[src/rtl/windower_pad_stride.sv]
// Sliding-window extractor with zero padding on both image edges and stride decimation.
// Define WINDOWER_IDX_OUT_EN to add the win_idx output (index of each emitted window).
module windower_pad_stride #(
  parameter int WINDOW_SIZE   = 3,
  parameter int NO_CH         = 2,
  parameter int LOG2_IMG_SIZE = 10,
  parameter int STRIDE        = 1,
  parameter int PAD           = 1
) (
  input  logic                                clk,
  input  logic                                rst,
  input  logic                                vld_in,
  output logic                                rdy_out,
  input  logic [NO_CH-1:0]                    data_in,
  output logic                                vld_out,
  output logic [WINDOW_SIZE-1:0][NO_CH-1:0]   data_out
`ifdef WINDOWER_IDX_OUT_EN
  ,
  output logic [LOG2_IMG_SIZE:0]              win_idx
`endif
);

  localparam int N  = 1 << LOG2_IMG_SIZE;
  localparam int CW = LOG2_IMG_SIZE + 2;
  localparam int NW = LOG2_IMG_SIZE + 1;
  localparam int SW = (STRIDE > 1) ? $clog2(STRIDE) : 1;

  localparam logic [CW-1:0] C_FIRST       = CW'(PAD + 1);
  localparam logic [CW-1:0] C_FLUSH_LAST  = CW'(N + 2 * PAD - 1);
  localparam logic [CW-1:0] C_WIN         = CW'(WINDOW_SIZE);
  localparam logic [NW-1:0] CNT_LAST      = NW'(N - 1);
  localparam logic [SW-1:0] STRIDE_RELOAD = SW'(STRIDE - 1);

  typedef enum logic [1:0] {
    IDLE  = 2'd0,
    RUN   = 2'd1,
    FLUSH = 2'd2,
    DONE  = 2'd3
  } state_t;

  localparam state_t END_STATE = (PAD > 0) ? FLUSH : DONE;

  state_t                            state_r;
  logic [WINDOW_SIZE-1:0][NO_CH-1:0] win_r;
  logic [WINDOW_SIZE-1:0][NO_CH-1:0] win_next_s;
  logic [CW-1:0]                     c_r;
  logic [CW-1:0]                     c_next_s;
  logic [NW-1:0]                     cnt_r;
  logic [SW-1:0]                     stride_r;
  logic                              accept_s;
  logic                              last_s;
  logic                              shift_s;
  logic                              full_s;
  logic                              emit_s;
  logic [NO_CH-1:0]                  shin_s;
`ifdef WINDOWER_IDX_OUT_EN
  logic [LOG2_IMG_SIZE:0]            idx_r;
`endif

  // Next window, shift count and emit decision for the current cycle.
  always_comb begin
    accept_s = vld_in & rdy_out;
    last_s   = (cnt_r == CNT_LAST);
    shift_s  = 1'b0;
    shin_s   = {NO_CH{1'b0}};
    case (state_r)
      IDLE, RUN: begin
        shift_s = accept_s;
        shin_s  = data_in;
      end
      FLUSH:   shift_s = 1'b1;
      DONE:    shift_s = 1'b0;
      default: shift_s = 1'b0;
    endcase
    // Starting an image clears the window, which supplies the leading pad zeros.
    if (state_r == IDLE) begin
      c_next_s = C_FIRST;
    end else begin
      c_next_s = c_r + CW'(1);
    end
    win_next_s[0] = shin_s;
    for (int i = 1; i < WINDOW_SIZE; i++) begin
      if (state_r == IDLE) begin
        win_next_s[i] = {NO_CH{1'b0}};
      end else begin
        win_next_s[i] = win_r[i-1];
      end
    end
    full_s = (c_next_s >= C_WIN);
    emit_s = shift_s & full_s & (stride_r == SW'(0));
  end

  // Control FSM, window/counter state and registered outputs.
  always_ff @(posedge clk) begin
    if (rst) begin
      state_r  <= IDLE;
      rdy_out  <= 1'b1;
      vld_out  <= 1'b0;
      data_out <= '0;
      win_r    <= '0;
      c_r      <= '0;
      cnt_r    <= '0;
      stride_r <= '0;
`ifdef WINDOWER_IDX_OUT_EN
      idx_r    <= '0;
      win_idx  <= '0;
`endif
    end else begin
      vld_out <= emit_s;
      if (emit_s) begin
        data_out <= win_next_s;
      end
      if (shift_s) begin
        win_r <= win_next_s;
        c_r   <= c_next_s;
        // Stride counter ticks once per complete window and emits when it reads zero.
        if (full_s) begin
          stride_r <= (stride_r == SW'(0)) ? STRIDE_RELOAD : stride_r - SW'(1);
        end
      end
`ifdef WINDOWER_IDX_OUT_EN
      if (emit_s) begin
        win_idx <= idx_r;
        idx_r   <= idx_r + NW'(1);
      end
`endif
      case (state_r)
        IDLE: begin
          if (accept_s) begin
            cnt_r   <= NW'(1);
            state_r <= last_s ? END_STATE : RUN;
            rdy_out <= ~last_s;
          end
        end
        RUN: begin
          if (accept_s) begin
            cnt_r <= cnt_r + NW'(1);
            if (last_s) begin
              state_r <= END_STATE;
              rdy_out <= 1'b0;
            end
          end
        end
        FLUSH: begin
          if (c_r == C_FLUSH_LAST) begin
            state_r <= DONE;
          end
        end
        DONE: begin
          c_r      <= '0;
          cnt_r    <= '0;
          stride_r <= '0;
`ifdef WINDOWER_IDX_OUT_EN
          idx_r    <= '0;
`endif
          state_r  <= IDLE;
          rdy_out  <= 1'b1;
        end
        default: begin
          state_r <= IDLE;
          rdy_out <= 1'b1;
        end
      endcase
    end
  end

endmodule

[config.mk]
export PLATFORM = sky130hd
export DESIGN_NAME = windower_pad_stride
export DESIGN_NICKNAME = d
export VERILOG_FILES = /design/src/rtl/windower_pad_stride.sv
export SDC_FILE = /design/constraint.sdc
export NUM_CORES = 1
export LEC_CHECK = 0
export BUFFER_PORTS_ARGS = -buffer_cell sky130_fd_sc_hd__buf_2
export CAP_MARGIN = 20
export CORE_UTILIZATION = 50
export DETAILED_ROUTE_END_ITERATION = 10
export PLACE_DENSITY = 0.68
export REMOVE_ABC_BUFFERS = 1
export SLEW_MARGIN = 10
export SYNTH_ARGS = -nofsm -noshare
export SYNTH_HDL_FRONTEND = slang
export SYNTH_SLANG_ARGS = --single-unit
export TNS_END_PERCENT = 20
[constraint.sdc]
create_clock -name clk -period 4.7 [get_ports clk]
set_input_delay 0.235 -clock clk [delete_from_list [all_inputs] [get_ports clk]]
set_output_delay 0.235 -clock clk [all_outputs]
set_load 0.005 [all_outputs]
==> flow_summary.yaml <==
synthesis:
  synth_top_area_cell: "dfxtp_1"
  synth_area_leaders: "dfxtp_1 36%, a21oi_1 5.6%, nor2_1 5.5%"
  synth_common_cells: "37 x dfxtp_1, 30 x nor2_1, 23 x a21oi_1"
  synth.avg_cell_area_sq_um: 8.28
  synthCells: 248
  synth-main-ff-cell: "dfxtp_1"
  yosysSeqAreaShare_pct: 36.1
  synth_async_sr_flop_share_pct: 0
  synth_edf_count: 0
  synth_top_cell_area_share_pct: 36.1
  yosysMostFrequentCell: "dfxtp_1"
  netlist_area_sq_mm: 0.00205
  yosysWarnings: 0
  synth_cell_types: 52
  ys_ff_latch: 37
layout:
  design_area_sq_mm: 0.00219
  fin_nets: 263
  syn_to_final_growth_pct: 6.70
  final_util_pct: 57.7
  diodes: 0
  drive_gt1_share_pct: 13.1
floorplan:
  io_pins: 13
  die_y_um: 66.1
  die_area_sq_mm: 0.00437
  coreArea_sq_mm: 0.00380
  die_x_um: 66.1
  rows: 22
  start_util_pct: 54.1
cts:
  cts_hold_buf: 0
  cts_setup_buffers: 0
  cts_made_buffers: 5
  clockBufferDepth: 2
  cts-resized-gates: 0
  cts_tree: "built"
  clk_pin_slew_ns: 0.08
  clockRootBuffer: "clkbuf_8"
  cts.sink_count: 37
  h-tree-depth: 2
  clk-insertion-delay-late_ns: 0.29
grt:
  grt_use_met3_pct: 5.34
  top_usage_layer: "met1"
  grt_pass1_wl_mm: 7.09
  antenna_found_initial: 0
  grt_use_met2_pct: 28.6
  grt_max_degree: 18
  met1_usage_pct: 32.8
  grt_overflow: 0
  track_usage_pct: 21.6
  first_global_vias: 1452
route:
  ant_nets: 0
  dr.pass1.iters: 4
  num_vias: 1747
  postRouteWirelength_mm: 4.16
  wire_per_inst_um: 13.9
  drt-vias-per-instance: 5.84
  drc: 0
  drt_iter0_drc: 170
placed_design:
  port_buffers: 12
  placed_area_sq_mm: 0.00208
  dp_hpwl_mm: 2.89
  gp_congestion: 0.832
power_and_ir_drop:
  finalPower_mw: 0.972
  vdd_drop_max_mv: 0.248
  power-per-cell-area_mw_per_mm2: 444
  p_leak_nw: 0.807
worst_setup_path:
  critPathMaxFanout: 8
  worstPathArrival_ns: 2.49
  required_ns: 4.90
  end_kind: "flip-flop"
  reg2regPathDepth: 7
  criticalPathCategory: "reg2reg"
  start_kind: "flip-flop"
timing:
  relSlewSlack_pct: 59.0
  post-route-period-util_pct: 48.8
  max_freq_mhz: 436
  setup_viol: 0
  hold_viol_final: 0
  min_period_ns: 2.29
  rsz0062_at_grt: "false"
  setup_tns_ns: 0
  tightest_slew_ns: 0.612
  fin_skew_ns: 0.00373
  drv_slew: 0
  worst_hold_slack_ns: 0.223
min_path:
  hold_depth: 3
  hold_path.class: "in2reg"
flow_run:
  drv_cap: 0
status:
  status: "finished clean"
[metrics by stage]
stage | setup WS (ns) | std cells
after floorplan | 2.74 | 230
after CTS | 2.42 | 299
after global placement | 2.44 | 291
final | 2.41 | 299
after detailed placement | 2.45 | 291
after global routing | 2.17 | 299
[area by class of cell]
| class | count | area [sq um] |
|---|---|---|
| Clock buffer | 5 | 68.8 |
| Clock inverter | 3 | 46.3 |
| Fill cell | 353 | 1610 |
| Inverter | 9 | 33.8 |
| Multi-Input combinational cell | 184 | 1170 |
| Sequential cell | 37 | 741 |
| Tap cell | 48 | 60.1 |
| Timing Repair Buffer | 13 | 67.6 |
[cell families (layout without fill, tap and decap cells)]
| group | after synthesis | count (layout) | synth area share, % |
|---|---|---|---|
| buffers and inverters | 27 | 30 | 6.76 |
| XOR/XNOR | 12 | 12 | 5.12 |
| AND/OR/NAND/NOR | 92 | 92 | 24.4 |
| adder cells (fa/ha/maj) | 8 | 8 | 4.88 |
| multiplexers | 4 | 4 | 2.13 |
| AO/OA/AOI/OAI | 68 | 68 | 20.6 |
| flip-flops | 37 | 37 | 36.1 |
[where the power goes]
group / switching, mW / total, mW / internal [mW]
registers: 0.0343 / 0.375 / 0.341
clock network: 0.122 / 0.281 / 0.159
logic: 0.204 / 0.316 / 0.112
[path summary, 6_finish.rpt]
kind / endpoint / slack, ns / startpoint
setup / recovery: data_out[3] / 2.41 / c_r[0]
hold reg to reg: win_r[0] / 0.46 / win_r[0]
setup reg to reg: data_out[3] / 2.41 / c_r[0]
hold / removal: data_out[0] / 0.22 / data_in[0]
[per-layer routing]
layer,wire length (um),vias to the layer above,share of wire [%]
met4,63,0,1.5
met5,0,-,0
met2,1610,57,39
li1,-,900,-
met1,2250,784,54
met3,238,6,5.7
[registers in the layout, indices dropped and copies added (netlist names)]
name	count
c_r	12
data_out	6
state_r	2
rdy_out	1
vld_out	1
win_r	4
cnt_r	11
[placed cells by master, fill, tap and decap left out, types with 3 or more instances in the layout]
cell	netlist	final
dfxtp_1	37	37
nor2_1	30	30
a21oi_1	23	23
nand2_1	12	12
nand4_1	12	12
buf_2	6	12
o21ai_1	11	11
inv_1	8	8
ha_1	8	8
o21ai_0	7	7
xor2_1	7	7
nand3_1	6	6
xnor2_1	5	5
clkbuf_8	0	5
o211ai_1	4	4
and3_1	4	4
or3_1	4	4
nor3_1	4	4
mux2i_1	3	3
a31oi_1	3	3
or2_2	3	3
nor4_1	3	3
[worst max-delay path, cell delays in order, from the launching register on]
cell      delay (ns)
dfxtp_1         0.46
ha_1            0.36
nand3_1         0.19
nor4_1          0.33
o221ai_1        0.19
and4bb_4        0.40
nor4_1          0.06
a31o_1          0.19
Note: power is estimated with default switching activity, not from simulation.
